## src/rtl/regfile_pkg.sv

```systemverilog
// Shared register-file definitions: widths, the zero register, write-back
// request record and requester indices used by the write-back path.
package regfile_pkg;

  localparam int REG_ADDR_W = 5;
  localparam int REG_DATA_W = 32;
  localparam int NUM_REGS   = 32;
  localparam logic [REG_ADDR_W-1:0] REG_ZERO = 5'd0;

  localparam int SRC_ALU    = 0;
  localparam int SRC_LOAD   = 1;
  localparam int SRC_MULDIV = 2;
  localparam int SRC_LINK   = 3;

  typedef struct packed {
    logic [REG_ADDR_W-1:0] addr;
    logic [REG_DATA_W-1:0] data;
  } wb_req_t;

  // One-hot register decode; r0 is hardwired so its bit never reports pending.
  function automatic logic [NUM_REGS-1:0] reg_onehot(input logic [REG_ADDR_W-1:0] a);
    logic [NUM_REGS-1:0] m;
    m    = {{(NUM_REGS-1){1'b0}}, 1'b1} << a;
    m[0] = 1'b0;
    return m;
  endfunction

endpackage

```

## src/rtl/wb_rr_pick2.sv

```systemverilog
// Two-grant round-robin picker: scans eligible sources from rr_ptr and picks
// the first two, skipping any candidate that targets grant A's register.
module wb_rr_pick2 #(
  parameter int NUM_SRC = 4,
  parameter int ADDR_W  = 5,
  parameter int PTR_W   = 2
) (
  input  logic [NUM_SRC-1:0]        eligible,
  input  logic [NUM_SRC*ADDR_W-1:0] addr,
  input  logic [PTR_W-1:0]          rr_ptr,
  output logic                      gnt_a_valid,
  output logic [PTR_W-1:0]          gnt_a_idx,
  output logic                      gnt_b_valid,
  output logic [PTR_W-1:0]          gnt_b_idx
);

  logic [ADDR_W-1:0] a_addr;
  logic [ADDR_W-1:0] cand_addr;
  int                j;

  always_comb begin
    gnt_a_valid = 1'b0;
    gnt_a_idx   = '0;
    gnt_b_valid = 1'b0;
    gnt_b_idx   = '0;
    a_addr      = '0;
    cand_addr   = '0;
    j           = 0;
    for (int k = 0; k < NUM_SRC; k++) begin
      j = int'(rr_ptr) + k;
      if (j >= NUM_SRC) j = j - NUM_SRC;
      cand_addr = addr[j*ADDR_W +: ADDR_W];
      if (eligible[j]) begin
        if (!gnt_a_valid) begin
          gnt_a_valid = 1'b1;
          gnt_a_idx   = PTR_W'(j);
          a_addr      = cand_addr;
        end else if (!gnt_b_valid && (cand_addr != a_addr)) begin
          // Same-register candidates stay buffered so one cycle never carries two writes to one register.
          gnt_b_valid = 1'b1;
          gnt_b_idx   = PTR_W'(j);
        end
      end
    end
  end

endmodule

```

## src/rtl/regfile_wb_scheduler.sv

```systemverilog
// Write-back scheduler: one holding buffer per requester, up to two
// round-robin grants per cycle onto register-file ports c and d.
module regfile_wb_scheduler
  import regfile_pkg::*;
#(
  parameter int NUM_SRC = 4,
  parameter int ADDR_W  = REG_ADDR_W,
  parameter int DATA_W  = REG_DATA_W
) (
  input  logic                      clk,
  input  logic                      reset_n,
  input  logic [NUM_SRC-1:0]        req_valid,
  input  logic [NUM_SRC*ADDR_W-1:0] req_addr,
  input  logic [NUM_SRC*DATA_W-1:0] req_data,
  output logic [NUM_SRC-1:0]        req_ready,
  output logic [ADDR_W-1:0]         write_addr_c,
  output logic                      write_enable_c,
  output logic [DATA_W-1:0]         write_data_c,
  output logic [ADDR_W-1:0]         write_addr_d,
  output logic                      write_enable_d,
  output logic [DATA_W-1:0]         write_data_d,
  output logic [31:0]               pend_mask,
  output logic                      busy
);

  localparam int PTR_W = (NUM_SRC > 1) ? $clog2(NUM_SRC) : 1;

  logic [NUM_SRC-1:0]        buf_valid;
  logic [ADDR_W-1:0]         buf_addr [NUM_SRC];
  logic [DATA_W-1:0]         buf_data [NUM_SRC];
  logic [PTR_W-1:0]          rr_ptr;

  logic [NUM_SRC-1:0]        eligible;
  logic [NUM_SRC-1:0]        zero_hit;
  logic [NUM_SRC-1:0]        granted;
  logic [NUM_SRC-1:0]        accept;
  logic [NUM_SRC*ADDR_W-1:0] buf_addr_flat;

  logic                      gnt_a_valid;
  logic                      gnt_b_valid;
  logic [PTR_W-1:0]          gnt_a_idx;
  logic [PTR_W-1:0]          gnt_b_idx;

  function automatic logic [PTR_W-1:0] ptr_next(input logic [PTR_W-1:0] p);
    return (int'(p) == NUM_SRC - 1) ? '0 : p + 1'b1;
  endfunction

  // Buffer classification; zero-register writes retire without a port.
  always_comb begin
    eligible      = '0;
    zero_hit      = '0;
    buf_addr_flat = '0;
    for (int i = 0; i < NUM_SRC; i++) begin
      buf_addr_flat[i*ADDR_W +: ADDR_W] = buf_addr[i];
      eligible[i] = buf_valid[i] && (buf_addr[i] != ADDR_W'(REG_ZERO));
      zero_hit[i] = buf_valid[i] && (buf_addr[i] == ADDR_W'(REG_ZERO));
    end
  end

  wb_rr_pick2 #(
    .NUM_SRC (NUM_SRC),
    .ADDR_W  (ADDR_W),
    .PTR_W   (PTR_W)
  ) u_pick (
    .eligible    (eligible),
    .addr        (buf_addr_flat),
    .rr_ptr      (rr_ptr),
    .gnt_a_valid (gnt_a_valid),
    .gnt_a_idx   (gnt_a_idx),
    .gnt_b_valid (gnt_b_valid),
    .gnt_b_idx   (gnt_b_idx)
  );

  // Handshake: a source transfers on req_valid && req_ready at the rising edge.
  // req_ready means the buffer is empty or is leaving this cycle (granted or
  // zero-register retire), so a source may stream back to back. req_valid must
  // not depend on req_ready; ready is forced low while reset_n is low.
  always_comb begin
    granted   = '0;
    req_ready = '0;
    accept    = '0;
    for (int i = 0; i < NUM_SRC; i++) begin
      granted[i]   = (gnt_a_valid && (gnt_a_idx == PTR_W'(i))) ||
                     (gnt_b_valid && (gnt_b_idx == PTR_W'(i)));
      req_ready[i] = reset_n && (!buf_valid[i] || granted[i] || zero_hit[i]);
      accept[i]    = req_valid[i] && req_ready[i];
    end
  end

  always_ff @(posedge clk or negedge reset_n) begin
    if (!reset_n) begin
      buf_valid      <= '0;
      rr_ptr         <= '0;
      write_enable_c <= 1'b0;
      write_addr_c   <= '0;
      write_data_c   <= '0;
      write_enable_d <= 1'b0;
      write_addr_d   <= '0;
      write_data_d   <= '0;
      for (int i = 0; i < NUM_SRC; i++) begin
        buf_addr[i] <= '0;
        buf_data[i] <= '0;
      end
    end else begin
      for (int i = 0; i < NUM_SRC; i++) begin
        if (accept[i]) begin
          buf_valid[i] <= 1'b1;
          buf_addr[i]  <= req_addr[i*ADDR_W +: ADDR_W];
          buf_data[i]  <= req_data[i*DATA_W +: DATA_W];
        end else if (granted[i] || zero_hit[i]) begin
          buf_valid[i] <= 1'b0;
        end
      end

      write_enable_c <= gnt_a_valid;
      write_addr_c   <= gnt_a_valid ? buf_addr[gnt_a_idx] : '0;
      write_data_c   <= gnt_a_valid ? buf_data[gnt_a_idx] : '0;
      write_enable_d <= gnt_b_valid;
      write_addr_d   <= gnt_b_valid ? buf_addr[gnt_b_idx] : '0;
      write_data_d   <= gnt_b_valid ? buf_data[gnt_b_idx] : '0;

      // Resume the scan just past the last source served.
      if (gnt_b_valid)      rr_ptr <= ptr_next(gnt_b_idx);
      else if (gnt_a_valid) rr_ptr <= ptr_next(gnt_a_idx);
    end
  end

  always_comb begin
    pend_mask = '0;
    for (int i = 0; i < NUM_SRC; i++) begin
      if (buf_valid[i]) pend_mask = pend_mask | reg_onehot(REG_ADDR_W'(buf_addr[i]));
    end
    if (write_enable_c) pend_mask = pend_mask | reg_onehot(REG_ADDR_W'(write_addr_c));
    if (write_enable_d) pend_mask = pend_mask | reg_onehot(REG_ADDR_W'(write_addr_d));
  end

  assign busy = (|buf_valid) || write_enable_c || write_enable_d;

endmodule

```

## config.mk

```make
export PLATFORM = sky130hd
export DESIGN_NAME = regfile_wb_scheduler
export DESIGN_NICKNAME = d
export VERILOG_FILES = /design/src/rtl/regfile_pkg.sv /design/src/rtl/wb_rr_pick2.sv /design/src/rtl/regfile_wb_scheduler.sv
export SDC_FILE = /design/constraint.sdc
export NUM_CORES = 1
export LEC_CHECK = 0
export BUFFER_PORTS_ARGS = -buffer_cell sky130_fd_sc_hd__buf_2
export CAP_MARGIN = 20
export CORE_MARGIN = 2
export CORE_UTILIZATION = 30
export CTS_BUF_LIST = sky130_fd_sc_hd__clkbuf_4 sky130_fd_sc_hd__clkbuf_8
export CTS_CLUSTER_SIZE = 25
export DETAILED_ROUTE_END_ITERATION = 8
export PLACE_DENSITY = 0.46
export SLEW_MARGIN = 20
export SYNTH_ARGS = -nofsm -noshare
export SYNTH_HDL_FRONTEND = slang
export SYNTH_SLANG_ARGS = --single-unit
```

## constraint.sdc

```tcl
create_clock -name clk -period 9.05 [get_ports clk]
set_input_delay 1.81 -clock clk [delete_from_list [all_inputs] [get_ports clk]]
set_output_delay 1.81 -clock clk [all_outputs]
set_load 0.02 [all_outputs]
```

==> qor.txt <==
Outcome - complete, no violations
Slew headroom - 0.386
Synth Net Count - 1437
Tmin final - 8.59 ns
Via count - 12200
Post-synth top area share - 0.379
Count leader, synth - dfrtp_1
Clock buffer depth - 3
Setup Skew - 0.0431 ns
Post-synth ARST share - 1.00
Number of max-cap violations - 0
Hold Crit Endpoint - buf_data[26]
Vias per Instance - 5.57
Initial Util - 0.303
Total die area - 52400 sq um
Worst-margin pin slew - 0.921 ns
Hold Path Class - flip-flop to flip-flop
Worst setup path class - flip-flop to output port
Largest net degree at the start of global routing - 107
Clk root buf - clkbuf_8
Postcts setup bufs - 0
First-pass GRT wire length - 84800 um
Vias in the first global route - 12400
H-tree depth - 2
WHS Path Cells - 1
Sequential area share after synthesis - 0.379
IO buf count - 265
Post-synth top flop - dfrtp_1
Yosys warning total - 0
WL final - 57700 um
Share of cells above drive strength 1 - 0.424
Origin of the critical flop-to-flop path - rr_ptr[1]
Largest cells by area after synthesis - dfrtp_1 (38%), mux2_4 (12%), mux4_2 (10%)
Fin. Hold Viols - 0
Gp weighted congestion - 0.936
Reg-to-reg endpoint - buf_data[95]
R2R setup slack - 2.02 ns
Drt drc - 0
Num rows - 82
Final setup violation count - 0
GRT overflow - 0
Cells after synthesis - 1261
Post-CTS Hold Fix Bufs - 0
Die H - 229 um
Worst skew pair latency - 0.62 ns
Average cell area after synthesis - 12.0 sq um
R2R cell count - 20
Routed len/inst - 26.3 um
Detail Route Antenna Nets - 0
Post-cts repair resize count - 0
Count of cell types in the netlist - 81
Gr usage total - 0.215
Startpoint types - flip-flop
First drt pass iteration count - 8
CP required - 7.24 ns
Hold_sp - buf_data[26]
Number of enable flip-flop cells after synthesis - 0
Cell Area, Synth - 15200 sq um
Nets@finish - 1671
Max Fclk - 0.116 GHz
WHS - 0.533 ns
Area leader, netlist - dfrtp_1
Area delta synth->final - 18.0%
Worst Setup Slack, final - 0.460 ns
Final Max Tran Viols - 0
CTS tree - built
Initial detailed-routing violation count - 1168
TNS Setup - 0 ns
Worst Path Arrival - 6.78 ns
TritonCTS buffer count - 42
CP max FO - 20
Pre-CTS worst setup slack - 1.13 ns
Synthesized flop and latch total - 230
CTS clk-pin slew, worst paths - 0.06 ns
Detailed placement HPWL - 38100 um
Setup crit end kind - output port
Core box area - 50100 sq um
Final period util - 0.949
Most frequent cells after synthesis - dfrtp_1 (230), mux2_4 (120), o22ai_1 (103)
Initial antenna violation count - 10
RSZ-0062 raised after global routing - no
I/O pins - 267
Chip width - 229 um
Clock sink total - 230
==> critical path, cell delays in order (launching register included) <==
cell and delay, ns:
dfrtp_1 0.52, inv_2 0.20, ha_1 0.59, clkinv_1 0.39, nand2_1 0.21, fa_1 0.53
or2_2 0.35, o22a_1 0.20, a311o_1 0.38, nand4b_1 0.19, o21ai_0 0.09, o311ai_1 0.17
nor4_4 0.33, nor2_1 0.14, a31oi_4 0.20, buf_4 0.33, inv_1 0.11, ha_1 0.20
a221oi_2 0.61, and2b_1 0.25, buf_2 0.16
==> worst max path at each step <==
stage                   start            to  slack [ns]
floorplan           rr_ptr[0]  req_ready[0]        1.48
global placement    rr_ptr[1]  req_ready[3]        1.21
detailed placement  rr_ptr[1]  req_ready[3]        1.13
CTS                 rr_ptr[1]  req_ready[3]        0.44
global route        rr_ptr[1]  req_ready[3]        0.06
finish              rr_ptr[1]  req_ready[3]        0.46
==> layer usage <==
layer	up-vias	wire length, um	GRT usage
met5	-	104	0
met2	572	27100	0.344
met3	130	4990	0.0652
met4	18	1540	0.0570
li1	5299	-	-
met1	6205	24000	0.284
==> per-stage QoR <==
step / area [sq um] / std cells / util
after floorplan: 15200 / 1261 / -
after global placement: 17000 / 2122 / 0.339
after detailed placement: 17000 / 2122 / 0.339
after CTS: 17900 / 2193 / 0.357
after global routing: 17900 / 2194 / 0.358
final: 17900 / 2195 / 0.358
==> kinds of logic after synthesis <==
kind of cell	after synthesis	share of synthesized area
AOI/OAI and AO/OA	248	0.123
adders and majority gates	22	0.0186
muxes	326	0.316
xor gates and xnor gates	13	0.00750
other	1	0.000247
buffers and inverters	126	0.0482
and+or+nand+nor	295	0.108
DFF	230	0.379
==> state kept, by name, summed over array words and instances, names as in the netlist, 2 cells and up <==
name	cells
buf_data	128
write_data_c	32
write_data_d	32
buf_addr	20
write_addr_c	5
write_addr_d	5
buf_valid	4
rr_ptr	2
==> final cells by class <==
cell class	instances	area, sq um
Sequential cell	230	5760
Fill cell	5074	32200
Inverter	16	62.6
Multi-Input combinational cell	905	8720
Clock buffer	63	811
Tap cell	672	841
Clock inverter	8	83.8
Antenna cell	1	2.50
Timing Repair Buffer	300	1630
==> cell usage in the layout, fill, tap and decap left out, types with 4 or more instances in the layout <==
cell type	synthesis	routed
xnor2_1	6	6
o21ai_0	19	19
nor2_4	4	4
a31oi_1	8	7
a21oi_1	11	11
clkbuf_8	0	54
and3_1	4	4
mux2i_1	93	93
nor3_1	8	8
buf_2	22	264
o22ai_1	103	103
mux4_2	70	70
o211ai_1	6	6
buf_4	7	33
nand4_1	7	7
and2_1	42	42
a221oi_2	4	4
and2b_1	4	4
mux2_2	43	43
dfrtp_1	230	229
ha_1	21	21
inv_1	13	13
or3_1	5	5
a21o_1	4	4
nand3b_1	15	15
a22oi_1	7	7
nand2b_1	22	22
o21a_1	5	4
a221oi_1	5	5
mux2_4	120	120
nand3_1	29	29
clkbuf_4	0	9
nor2b_1	19	19
xor2_1	7	7
or3b_2	9	9
nand2_1	46	45
nor2_1	65	65
o221ai_1	32	32
Power is left out: the tool's default activity adds up to more than one toggle a clock period on the data nets, which glitch-free logic cannot reach.
